**src/rtl/fp_mult_pipe.sv**
```systemverilog
// fp_mult_pipe: pipelined floating-point multiplier with rounding modes, saturation, flush-to-zero and IEEE flags
module fp_mult_pipe #(
  parameter int EXP_W = 8,
  parameter int MAN_W = 23,
  localparam int W = 1 + EXP_W + MAN_W
) (
  input  logic         clk,
  input  logic         rst,
  input  logic         in_valid,
  output logic         in_ready,
  input  logic [W-1:0] x,
  input  logic [W-1:0] y,
  input  logic         rnd_mode,
  output logic         out_valid,
  input  logic         out_ready,
  output logic [W-1:0] product,
  output logic         overflow,
  output logic         underflow,
  output logic         invalid,
  output logic         inexact
);
  localparam int EW = EXP_W + 2;
  localparam int PW = 2 * MAN_W + 2;
  localparam logic [EXP_W-1:0] EMAX = '1;
  localparam logic [EXP_W-1:0] EMAX_M1 = EMAX - 1'b1;
  localparam logic [EW-1:0] BIAS_E = EW'(2 ** (EXP_W - 1) - 1);
  localparam logic [EW-1:0] ETOP = EW'(2 ** EXP_W - 1);
  localparam logic [W-1:0] QNAN = {1'b0, EMAX, 1'b1, {(MAN_W-1){1'b0}}};
  logic adv, v0, v1, v2;
  logic [W-1:0] x0, y0;
  logic rm0;
  logic s1_sign, s1_rm, s1_nan, s1_inv, s1_inf, s1_zero;
  logic [EW-1:0] s1_e;
  logic [MAN_W:0] s1_mx, s1_my;
  logic s2_sign, s2_rm, s2_nan, s2_inv, s2_inf, s2_zero, s2_g, s2_s;
  logic [EW-1:0] s2_e;
  logic [MAN_W-1:0] s2_man;
  assign adv = out_ready | ~out_valid;
  assign in_ready = adv;
  logic [EXP_W-1:0] ex, ey;
  logic [MAN_W-1:0] mx, my;
  logic zx, zy, ix, iy, nx, ny, snan, ixz;
  assign ex = x0[W-2:MAN_W];
  assign ey = y0[W-2:MAN_W];
  assign mx = x0[MAN_W-1:0];
  assign my = y0[MAN_W-1:0];
  assign zx = ex == '0;
  assign zy = ey == '0;
  assign ix = ex == EMAX && mx == '0;
  assign iy = ey == EMAX && my == '0;
  assign nx = ex == EMAX && mx != '0;
  assign ny = ey == EMAX && my != '0;
  assign snan = (nx & ~mx[MAN_W-1]) | (ny & ~my[MAN_W-1]);
  assign ixz = (ix & zy) | (iy & zx);
  logic [PW-1:0] p, pn;
  assign p = {{(MAN_W+1){1'b0}}, s1_mx} * {{(MAN_W+1){1'b0}}, s1_my};
  assign pn = p[PW-1] ? p : {p[PW-2:0], 1'b0};
  logic inc, c, ovf, unf, spec;
  logic [MAN_W-1:0] mr;
  logic [EW-1:0] er;
  logic [W-1:0] arith, res;
  always_comb begin
    inc = ~s2_rm & s2_g & (s2_s | s2_man[0]);
    {c, mr} = {1'b0, s2_man} + (MAN_W+1)'(inc);
    er = s2_e + {{(EW-1){1'b0}}, c};
    ovf = ~er[EW-1] && er >= ETOP;
    unf = er[EW-1] || er == '0;
    spec = s2_nan | s2_inf | s2_zero;
    arith = ovf ? (s2_rm ? {s2_sign, EMAX_M1, {MAN_W{1'b1}}} : {s2_sign, EMAX, {MAN_W{1'b0}}})
          : unf ? {s2_sign, {(W-1){1'b0}}}
          : {s2_sign, er[EXP_W-1:0], mr};
    res = s2_nan ? QNAN
        : s2_inf ? {s2_sign, EMAX, {MAN_W{1'b0}}}
        : s2_zero ? {s2_sign, {(W-1){1'b0}}}
        : arith;
  end
  always_ff @(posedge clk) begin
    if (rst) begin
      v0 <= 1'b0;
      v1 <= 1'b0;
      v2 <= 1'b0;
      out_valid <= 1'b0;
      product <= '0;
      overflow <= 1'b0;
      underflow <= 1'b0;
      invalid <= 1'b0;
      inexact <= 1'b0;
    end else if (adv) begin
      v0 <= in_valid;
      v1 <= v0;
      v2 <= v1;
      out_valid <= v2;
      if (v2) begin
        product <= res;
        overflow <= ~spec & ovf;
        underflow <= ~spec & unf;
        invalid <= s2_nan & s2_inv;
        inexact <= ~spec & (s2_g | s2_s | ovf | unf);
      end
    end
  end
  // Datapath registers carry no reset; only the valid bits decide what is real.
  always_ff @(posedge clk) begin
    if (adv) begin
      x0 <= x;
      y0 <= y;
      rm0 <= rnd_mode;
      s1_sign <= x0[W-1] ^ y0[W-1];
      s1_e <= {2'b0, ex} + {2'b0, ey} - BIAS_E;
      s1_mx <= {1'b1, mx};
      s1_my <= {1'b1, my};
      s1_rm <= rm0;
      s1_nan <= nx | ny | ixz;
      s1_inv <= snan | ixz;
      s1_inf <= ix | iy;
      s1_zero <= zx | zy;
      s2_sign <= s1_sign;
      s2_e <= s1_e + {{(EW-1){1'b0}}, p[PW-1]};
      s2_man <= pn[PW-2:MAN_W+1];
      s2_g <= pn[MAN_W];
      s2_s <= |pn[MAN_W-1:0];
      s2_rm <= s1_rm;
      s2_nan <= s1_nan;
      s2_inv <= s1_inv;
      s2_inf <= s1_inf & ~s1_nan;
      s2_zero <= s1_zero & ~s1_nan;
    end
  end
endmodule

```
**config.mk**
```make
export PLATFORM = sky130hd
export DESIGN_NAME = fp_mult_pipe
export DESIGN_NICKNAME = d
export VERILOG_FILES = /design/src/rtl/fp_mult_pipe.sv
export SDC_FILE = /design/constraint.sdc
export NUM_CORES = 2
export LEC_CHECK = 0
export CAP_MARGIN = 20
export CELL_PAD_IN_SITES_DETAIL_PLACEMENT = 1
export CELL_PAD_IN_SITES_GLOBAL_PLACEMENT = 1
export CORE_MARGIN = 2
export CORE_UTILIZATION = 29
export CTS_CLUSTER_DIAMETER = 60
export CTS_CLUSTER_SIZE = 24
export DETAILED_ROUTE_END_ITERATION = 8
export GPL_TIMING_DRIVEN = 0
export PLACE_DENSITY_LB_ADDON = 0.1
export SLEW_MARGIN = 10
export SYNTH_ARGS = -nofsm -noshare
export SYNTH_HDL_FRONTEND = slang
export SYNTH_SLANG_ARGS = --single-unit
```
**constraint.sdc**
```tcl
create_clock -name clk -period 13.2 [get_ports clk]
set_input_delay 1.32 -clock clk [delete_from_list [all_inputs] [get_ports clk]]
set_output_delay 1.32 -clock clk [all_outputs]
set_load 0.05 [all_outputs]
```
After elaboration in Yosys (flattened, before gate mapping)
Index checks and enable logic that the tools add are counted.
{"block": "word_totals", "out_inout_bits": 38, "ff_bits": 208, "wordCells": 96, "input_bits": 69}
{"block": "op_classes", "addsub": 5, "n_reduce_logical": 15, "n_lt_le_gt_ge": 1, "n_eq_ne": 2, "muxes": 7, "mul": 1, "bitwise": 34}
{"op": "two-way mux 31 bit", "count": 4}
{"op": "multiplier 24 x 24 -> 48 bit", "count": 1}
{"op": "two-way mux 47 bit", "count": 1}
{"op": "zero test 23 bit", "count": 2}
{"op": "nonzero test 23 bit", "count": 2}
{"op": "two-way mux 32 bit", "count": 1}
{"op": "adder 23 x 1 -> 24 bit", "count": 1}
{"op": "two-way mux 24 bit", "count": 1}
{"op": "OR reduction 23 bit", "count": 1}
{"op": "adder 10 x 1 -> 10 bit", "count": 2}
{"op": "equality test 8 bit, second input constant", "count": 2}
{"op": "zero test 8 bit", "count": 2}
{"op": "bitwise OR 1 bit", "count": 14}
{"op": "bitwise AND 1 bit", "count": 12}
{"op": "greater-or-equal comparator 10 x 8 -> 1 bit, second input constant", "count": 1}
{"op": "zero test 10 bit", "count": 1}
{"op": "subtractor 9 x 7 -> 10 bit, second input constant", "count": 1}
{"op": "adder 8 x 8 -> 9 bit", "count": 1}
{"op": "inverter 1 bit", "count": 7}
{"op": "logical AND 1 bit", "count": 5}
{"op": "AND reduction 2 bit", "count": 1}
{"op": "logical OR 1 bit", "count": 1}
{"op": "bitwise XOR 1 bit", "count": 1}

Logic depth before layout (Yosys ltp)
{"block": "logic_depth", "word_depth": 12, "mapped_depth": 32, "ltp_nobuf": 29}

Worst setup path before layout
Ideal clock, no wire load.
{"block": "synth_path", "path_type": "input-to-reg", "from": "input port out_ready", "to": "register product[0]", "setup_ns": 0.074, "t_arrival_ns": 8.932, "path_stages": 7, "required_time_ns": 13.126, "path_slack_ns": 4.194, "path_buffers": 2, "cell_sequence": "nand2b_1 > clkbuf_1 > nand2_1 > or3_1 > clkbuf_1 > or4_1 > o21ai_0"}
{"block": "synth_via", "elab_chain_cells": 2}
{"element": "start: declaration", "line_no": "15", "text": "input logic out_ready,"}
{"element": "bitwise OR 1 bit", "line_no": "38", "text": "assign adv = out_ready | ~out_valid;"}
{"element": "via in_ready", "line_no": "10", "text": "output logic in_ready,"}
{"element": "AND reduction 2 bit (no line)"}
{"element": "end signal: assignment", "line_no": "94", "text": "product <= res;"}
{"element": "end: declaration", "line_no": "16", "text": "output logic [W-1:0] product,"}
The timed path passes the listed nets, and every way through them passes these cells.
A chain may end at the register's enable or synchronous reset.

Worst setup path in the final report
{"block": "layout_path", "from": "register s1_my[9]", "to": "register s2_e[8], data pin"}
{"block": "layout_via", "elab_chain_cells": 2}
{"element": "start: declaration", "line_no": "34", "text": "logic [MAN_W:0] s1_mx, s1_my;"}
{"element": "start signal: assignment", "line_no": "111", "text": "s1_my <= {1'b1, my};"}
{"element": "multiplier 24 x 24 -> 48 bit", "line_no": "56", "text": "assign p = {{(MAN_W+1){1'b0}}, s1_mx} * {{(MAN_W+1){1'b0}}, s1_my};"}
{"element": "adder 10 x 1 -> 10 bit", "line_no": "118", "text": "s2_e <= s1_e + {{(EW-1){1'b0}}, p[PW-1]};"}
{"element": "end signal: assignment", "line_no": "118"}
{"element": "end: declaration", "line_no": "36", "text": "logic [EW-1:0] s2_e;"}
Every way passes these cells.

==> flow_results.xml <==
<?xml version="1.0" encoding="UTF-8"?>
<metrics>
  <group name="global_route">
    <metric name="pin_count_of_the_biggest_net_entering_global_routing" unit="">65</metric>
    <metric name="grt_pass1_wl" unit="mm">144</metric>
    <metric name="antenna_found_initial" unit="">4</metric>
    <metric name="grt_pass1_vias" unit="">22100</metric>
    <metric name="grt_util_all_layers" unit="">0.204</metric>
    <metric name="gr-total-overflow" unit="">0</metric>
  </group>
  <group name="logic_synthesis">
    <metric name="async_flop_share" unit="">0</metric>
    <metric name="yosysSeqAreaShare" unit="">0.215</metric>
    <metric name="syn-mean-instance-area" unit="um^2">9.89</metric>
    <metric name="synth-edff-count" unit="">168</metric>
    <metric name="synth_top_cells_by_area" unit="">fa_1 (36%), edfxtp_1 (19%), ha_1 (8.9%)</metric>
    <metric name="number_of_distinct_library_cells_after_synthesis" unit="">76</metric>
    <metric name="syn_inst" unit="">2752</metric>
    <metric name="netlist.area_leader.share" unit="">0.355</metric>
    <metric name="synth.net_count" unit="">3498</metric>
    <metric name="synth-warning-count" unit="">0</metric>
    <metric name="synth.cell_area" unit="um^2">27200</metric>
    <metric name="synth_area_leader_cell" unit="">fa_1</metric>
    <metric name="synth-main-ff-cell" unit="">edfxtp_1</metric>
    <metric name="ys_ff_latch" unit="">208</metric>
  </group>
  <group name="floorplanning">
    <metric name="fp.coreArea" unit="um^2">93200</metric>
    <metric name="design.portCount" unit="">107</metric>
    <metric name="die-width" unit="um">310</metric>
    <metric name="start_util" unit="">0.292</metric>
    <metric name="die_height" unit="um">310</metric>
    <metric name="fp.dieArea" unit="um^2">96300</metric>
    <metric name="row_count" unit="">112</metric>
  </group>
  <group name="sta">
    <metric name="tightest_slew" unit="ps">1080</metric>
    <metric name="fin_crit_sh" unit="">0.685</metric>
    <metric name="rsz0062_at_grt" unit="">no</metric>
    <metric name="max_clock_freq" unit="GHz">0.111</metric>
    <metric name="finalWorstPathRequiredPeriod" unit="ps">9040</metric>
    <metric name="timing.final.hold_violations" unit="">0</metric>
    <metric name="final_setup_violation_count" unit="">0</metric>
    <metric name="setup_total_negative_slack" unit="ps">0</metric>
    <metric name="slew_viol_final" unit="">0</metric>
    <metric name="max-slew-margin-rel" unit="">0.280</metric>
    <metric name="fin_worst_skew" unit="ps">49.5</metric>
  </group>
  <group name="cts">
    <metric name="numCtsBuffers" unit="">27</metric>
    <metric name="clock_sink_count" unit="">208</metric>
    <metric name="cts-root-to-sink-buffers" unit="">3</metric>
    <metric name="cts-root-buf" unit="">clkbuf_16</metric>
    <metric name="cts-hold-fix-buffers" unit="">0</metric>
    <metric name="clk-insertion-delay-late" unit="ps">600</metric>
    <metric name="cts_tree" unit="">yes</metric>
    <metric name="post_cts.resized_instances" unit="">0</metric>
    <metric name="setup_bufs_post_cts" unit="">0</metric>
    <metric name="cts_htree_levels" unit="">1</metric>
    <metric name="clk_pin_slew" unit="ps">70</metric>
  </group>
  <group name="worst_setup_path">
    <metric name="setup.worst_path.end_class" unit="">flop</metric>
    <metric name="cp_data_arrival_time" unit="ps">9340</metric>
    <metric name="worst-setup-path-type" unit="">reg2reg</metric>
    <metric name="crit_path_top_delay_cell" unit="">clkbuf_1</metric>
    <metric name="critical-path-top-cell-by-count" unit="">fa_1</metric>
    <metric name="worstPathRequired" unit="ps">13500</metric>
    <metric name="setup.worst_path.start_class" unit="">flop</metric>
    <metric name="critical_path.max_fanout" unit="">10</metric>
    <metric name="timing.critical_path.slowest_cell_delay" unit="ps">860</metric>
  </group>
  <group name="placement">
    <metric name="io_buffers" unit="">106</metric>
    <metric name="gp_congestion" unit="">0.883</metric>
    <metric name="place_hpwl" unit="mm">80.1</metric>
    <metric name="post-place-cells" unit="">4116</metric>
  </group>
  <group name="route">
    <metric name="final_routed_wirelength" unit="mm">95.2</metric>
    <metric name="initial_drc_count" unit="">1030</metric>
    <metric name="via_count" unit="">19400</metric>
    <metric name="drt-vias-per-instance" unit="">4.66</metric>
    <metric name="firstDrtPassIters" unit="">5</metric>
    <metric name="wl_per_cell" unit="um">22.8</metric>
    <metric name="antenna_violating_nets_post_route" unit="">0</metric>
    <metric name="route.detailed.drc" unit="">0</metric>
  </group>
  <group name="final_layout">
    <metric name="layout.cells.non_filler" unit="">4170</metric>
    <metric name="area_delta_synth_final" unit="%">13.5</metric>
    <metric name="mostFrequentLayoutCell" unit="">inv_1</metric>
    <metric name="final_nets" unit="">3637</metric>
    <metric name="most-common-layout-cells" unit="">inv_1 (584), fa_1 (483), nand2_1 (343), and2_1 (224), ha_1 (194)</metric>
    <metric name="post_route_cells_drive_above_1_share" unit="">0.0306</metric>
  </group>
  <group name="run">
    <metric name="drv.max_cap_violation_count" unit="">0</metric>
  </group>
  <group name="outcome">
    <metric name="run_status" unit="">finished, final reports clean</metric>
  </group>
  <group name="hold_path">
    <metric name="worst_hold_path_type" unit="">reg2reg</metric>
  </group>
</metrics>
## cell usage after synthesis (4+ instances only)
cell type,instances
a211oi_1,7
a21o_1,18
a21oi_1,67
a22o_1,20
a22oi_1,4
a31oi_1,7
and2_1,224
and3_1,13
buf_2,8
clkbuf_1,108
dfxtp_1,40
edfxtp_1,168
fa_1,483
ha_1,194
inv_1,584
mux2_2,5
mux2_4,4
mux2i_1,20
nand2_1,343
nand2b_1,4
nand3_1,30
nand4_1,18
nor2_1,97
nor2b_1,9
nor3_1,29
nor3b_1,4
nor4_1,21
o21a_1,4
o21ai_0,54
o21ai_1,4
o21bai_1,13
xnor2_1,48
xor2_1,36
## cell type report
| class | instances | area (um^2) |
|---|---|---|
| inverter | 588 | 2210 |
| multi-input combinational | 1834 | 18700 |
| timing repair buffer | 110 | 1150 |
| clock inverter | 18 | 235 |
| antenna | 5 | 12.5 |
| fill | 10600 | 62300 |
| clock buffer | 31 | 691 |
| buffer | 122 | 512 |
| sequential | 208 | 5850 |
| tap | 1254 | 1570 |
## through the flow
stage	setup WS, ps	cell area, um^2	utilization	hold WS (ps)
after CTS	4070	30900	0.331	431
final	4160	30900	0.331	434
after floorplan	4190	27200	-	400
after global placement	1030	29800	0.320	412
after detailed placement	4150	29900	0.321	407
after global routing	3710	30900	0.331	439
## metal layers
layer	vias to the layer above	track usage	wire length, um
met3	92	0.0205	3210
met2	348	0.342	44800
met5	-	0	0
met4	0	0.0558	2930
li1	8806	-	-
met1	10200	0.281	44200
## worst max-delay path: cells and delay by family (launching register included)
| family | cells | cell delay [ps] |
|---|---|---|
| and+or+nand+nor | 6 | 1140 |
| adders and majority gates | 10 | 4310 |
| buffers and inverters | 7 | 1470 |
| AOI/OAI and AO/OA | 3 | 650 |
| DFF | 1 | 750 |
| xor gates and xnor gates | 2 | 410 |
## state kept, by name (all words and copies together), names as in the netlist, 10 cells and up
name     cells
y0          32
s1_mx       23
s2_man      23
s1_my       23
x0          32
s2_e        10
product     32
s1_e        10
## worst paths after layout
kind                       endpoint  depth (start not counted)  slack (ps)          startpoint
setup / recovery  s2_e[8]$_DFFE_PN_                         28        4160  s1_my[9]$_DFFE_PN_
hold / removal      s1_rm$_DFFE_PN_                          0         430       rm0$_DFFE_PN_
setup reg to reg  s2_e[8]$_DFFE_PN_                         28        4160  s1_my[9]$_DFFE_PN_
hold reg to reg     s1_rm$_DFFE_PN_                          0         430       rm0$_DFFE_PN_
## cells by family (layout without fill, tap and decap cells)
| family | after synthesis | count (layout) | synth area share |
|---|---|---|---|
| and+or+nand+nor | 804 | 804 | 0.143 |
| buffers and inverters | 710 | 869 | 0.0999 |
| adders and majority gates | 677 | 677 | 0.445 |
| AOI/OAI and AO/OA | 239 | 239 | 0.0582 |
| DFF | 208 | 208 | 0.215 |
| xor gates and xnor gates | 85 | 85 | 0.0281 |
| muxes | 29 | 29 | 0.0116 |
| other | 0 | 5 | 0 |
Power is left out: the tool's default activity adds up to more than one toggle a clock period on the data nets, which glitch-free logic cannot reach.
==> variant: new RTL, same flow settings <==
Reset style: asynchronous (`rst`), changed in one clocked block.
--- a/src/rtl/fp_mult_pipe.sv
+++ b/src/rtl/fp_mult_pipe.sv
@@ -75,5 +75,5 @@
         : arith;
   end
-  always_ff @(posedge clk) begin
+  always_ff @(posedge clk or posedge rst) begin
     if (rst) begin
       v0 <= 1'b0;
Formal check against the unedited RTL: not equivalent (Yosys sat finds a counterexample within 10 cycles, from zero or initial values and one cycle with rst high; the reset may be asserted at any time).
==> variant against the original RTL <==
- sequential share of layout area increased by 0.54 points
- synthesized area about the same
- utilization increased by 0.23 points
- critical endpoint unchanged
- sequential cell count unchanged
- cell area increased by 0.54%
- via count decreased by 0.79%
- worst setup slack got worse by 0.53 ns
- wire length increased by 1.9%
- synthesized cell count decreased by 2.4%
- die area about the same
- non-clock buffer count increased by 4
Power is left out: the tool's default activity adds up to more than one toggle a clock period on the data nets, which glitch-free logic cannot reach.
==> variant: results (changes against the original RTL) <==
Mapped Nets=3433 (was 3498); number of gates resized after cts=0 (unchanged); most area-consuming cells after synthesis=fa_1 36%, edfxtp_1 19%, ha_1 8.9%, inv_1 7.9%, and2_1 5.1% (was fa_1 36%, edfxtp_1 19%, ha_1 8.9%, inv_1 8.1%, and2_1 5.2%); vias per cell=4.688 (was 4.658); global-route wire length before repair=144.2 mm (was 143.9 mm); clk_skew=0.03241 ns (was 0.04945 ns); CTS Root Cell=clkbuf_16 (unchanged); layout cells sized above 1=3.047% (was 3.057%); DP Wirelength=80.96 mm (was 80.11 mm); R2R Setup Slk=3.63 ns (was 4.16 ns); Clk Latency, worst-skew pair=0.64 ns (was 0.60 ns); sequential area share after synthesis=22.24% (was 21.49%); pin count of the biggest net entering global routing=60 (was 65); GP Congestion=0.9027 (was 0.8832); status=finished clean (unchanged); cts bufs inserted=31 (was 27); measured slew at the worst slew-check pin=1.087 ns (was 1.080 ns); initial antenna violation count=13 (was 4); Netlist cell types=69 (was 76); overall routing resource usage=20.84% (was 20.42%); post-route clock period utilization=72.53% (was 68.51%); average wire per standard cell=23.59 µm (was 22.83 µm); vias in the first global route=21967 (was 22104); synth cell count leaders=573 x inv_1, 483 x fa_1, 334 x nand2_1, 222 x and2_1, 194 x ha_1 (was 584 x inv_1, 483 x fa_1, 343 x nand2_1, 224 x and2_1, 194 x ha_1); Detailed Route Iter0 Violations=1069 (was 1030); nets@finish=3577 (was 3637)
variant: final cells by class:
type	count	area [µm²]
Fill cell	10543	62010
Multi-Input combinational cell	1778	18500
Sequential cell	208	6046
Inverter	576	2162
Tap cell	1254	1569
Timing Repair Buffer	111	1175
Clock buffer	34	797.0
Buffer	125	488.0
Clock inverter	23	297.8
Antenna cell	2	5.005
variant: final timing paths:
check                      startpoint    endpoint  cells after the start
setup / recovery             s1_my[9]     s2_e[8]                     29
min in group asynchronous         rst   out_valid                      3
hold / removal                    rm0       s1_rm                      0
hold reg to reg                   rm0       s1_rm                      0
setup reg to reg             s1_my[9]     s2_e[8]                     29
max in group asynchronous         rst  product[8]                      3
variant: cell families after synthesis:
logic type	Yosys count	synth area share, %
mux	28	1.095
fa+ha+maj	677	44.49
buf+inv	701	9.734
flops	208	22.24
compound gates	233	5.955
simple gates	750	13.52
xor+xnor	90	2.968
variant: through the flow:
stage	cell area, µm²	hold slack, ns	setup WS [ns]	std cells	utilization [%]
3_3_place_gp	29820	0.4117	0.7381	4047	32.04
5_1_grt	31040	0.4400	3.181	4109	33.35
4_1_cts	31040	0.4271	3.583	4109	33.35
2_1_floorplan	27190	0.4003	4.897	2687	-
3_5_place_dp	29940	0.4101	3.627	4052	32.18
6_report	31040	0.4237	3.627	4111	33.36
variant: metal layers:
layer	vias to the layer above	part of all wire [%]	track usage (%)
li1	8593	-	-
met1	10182	44	27.38
met2	380	49	35.58
met3	114	4.2	2.718
met4	2	3.7	6.584
met5	-	0.013	0
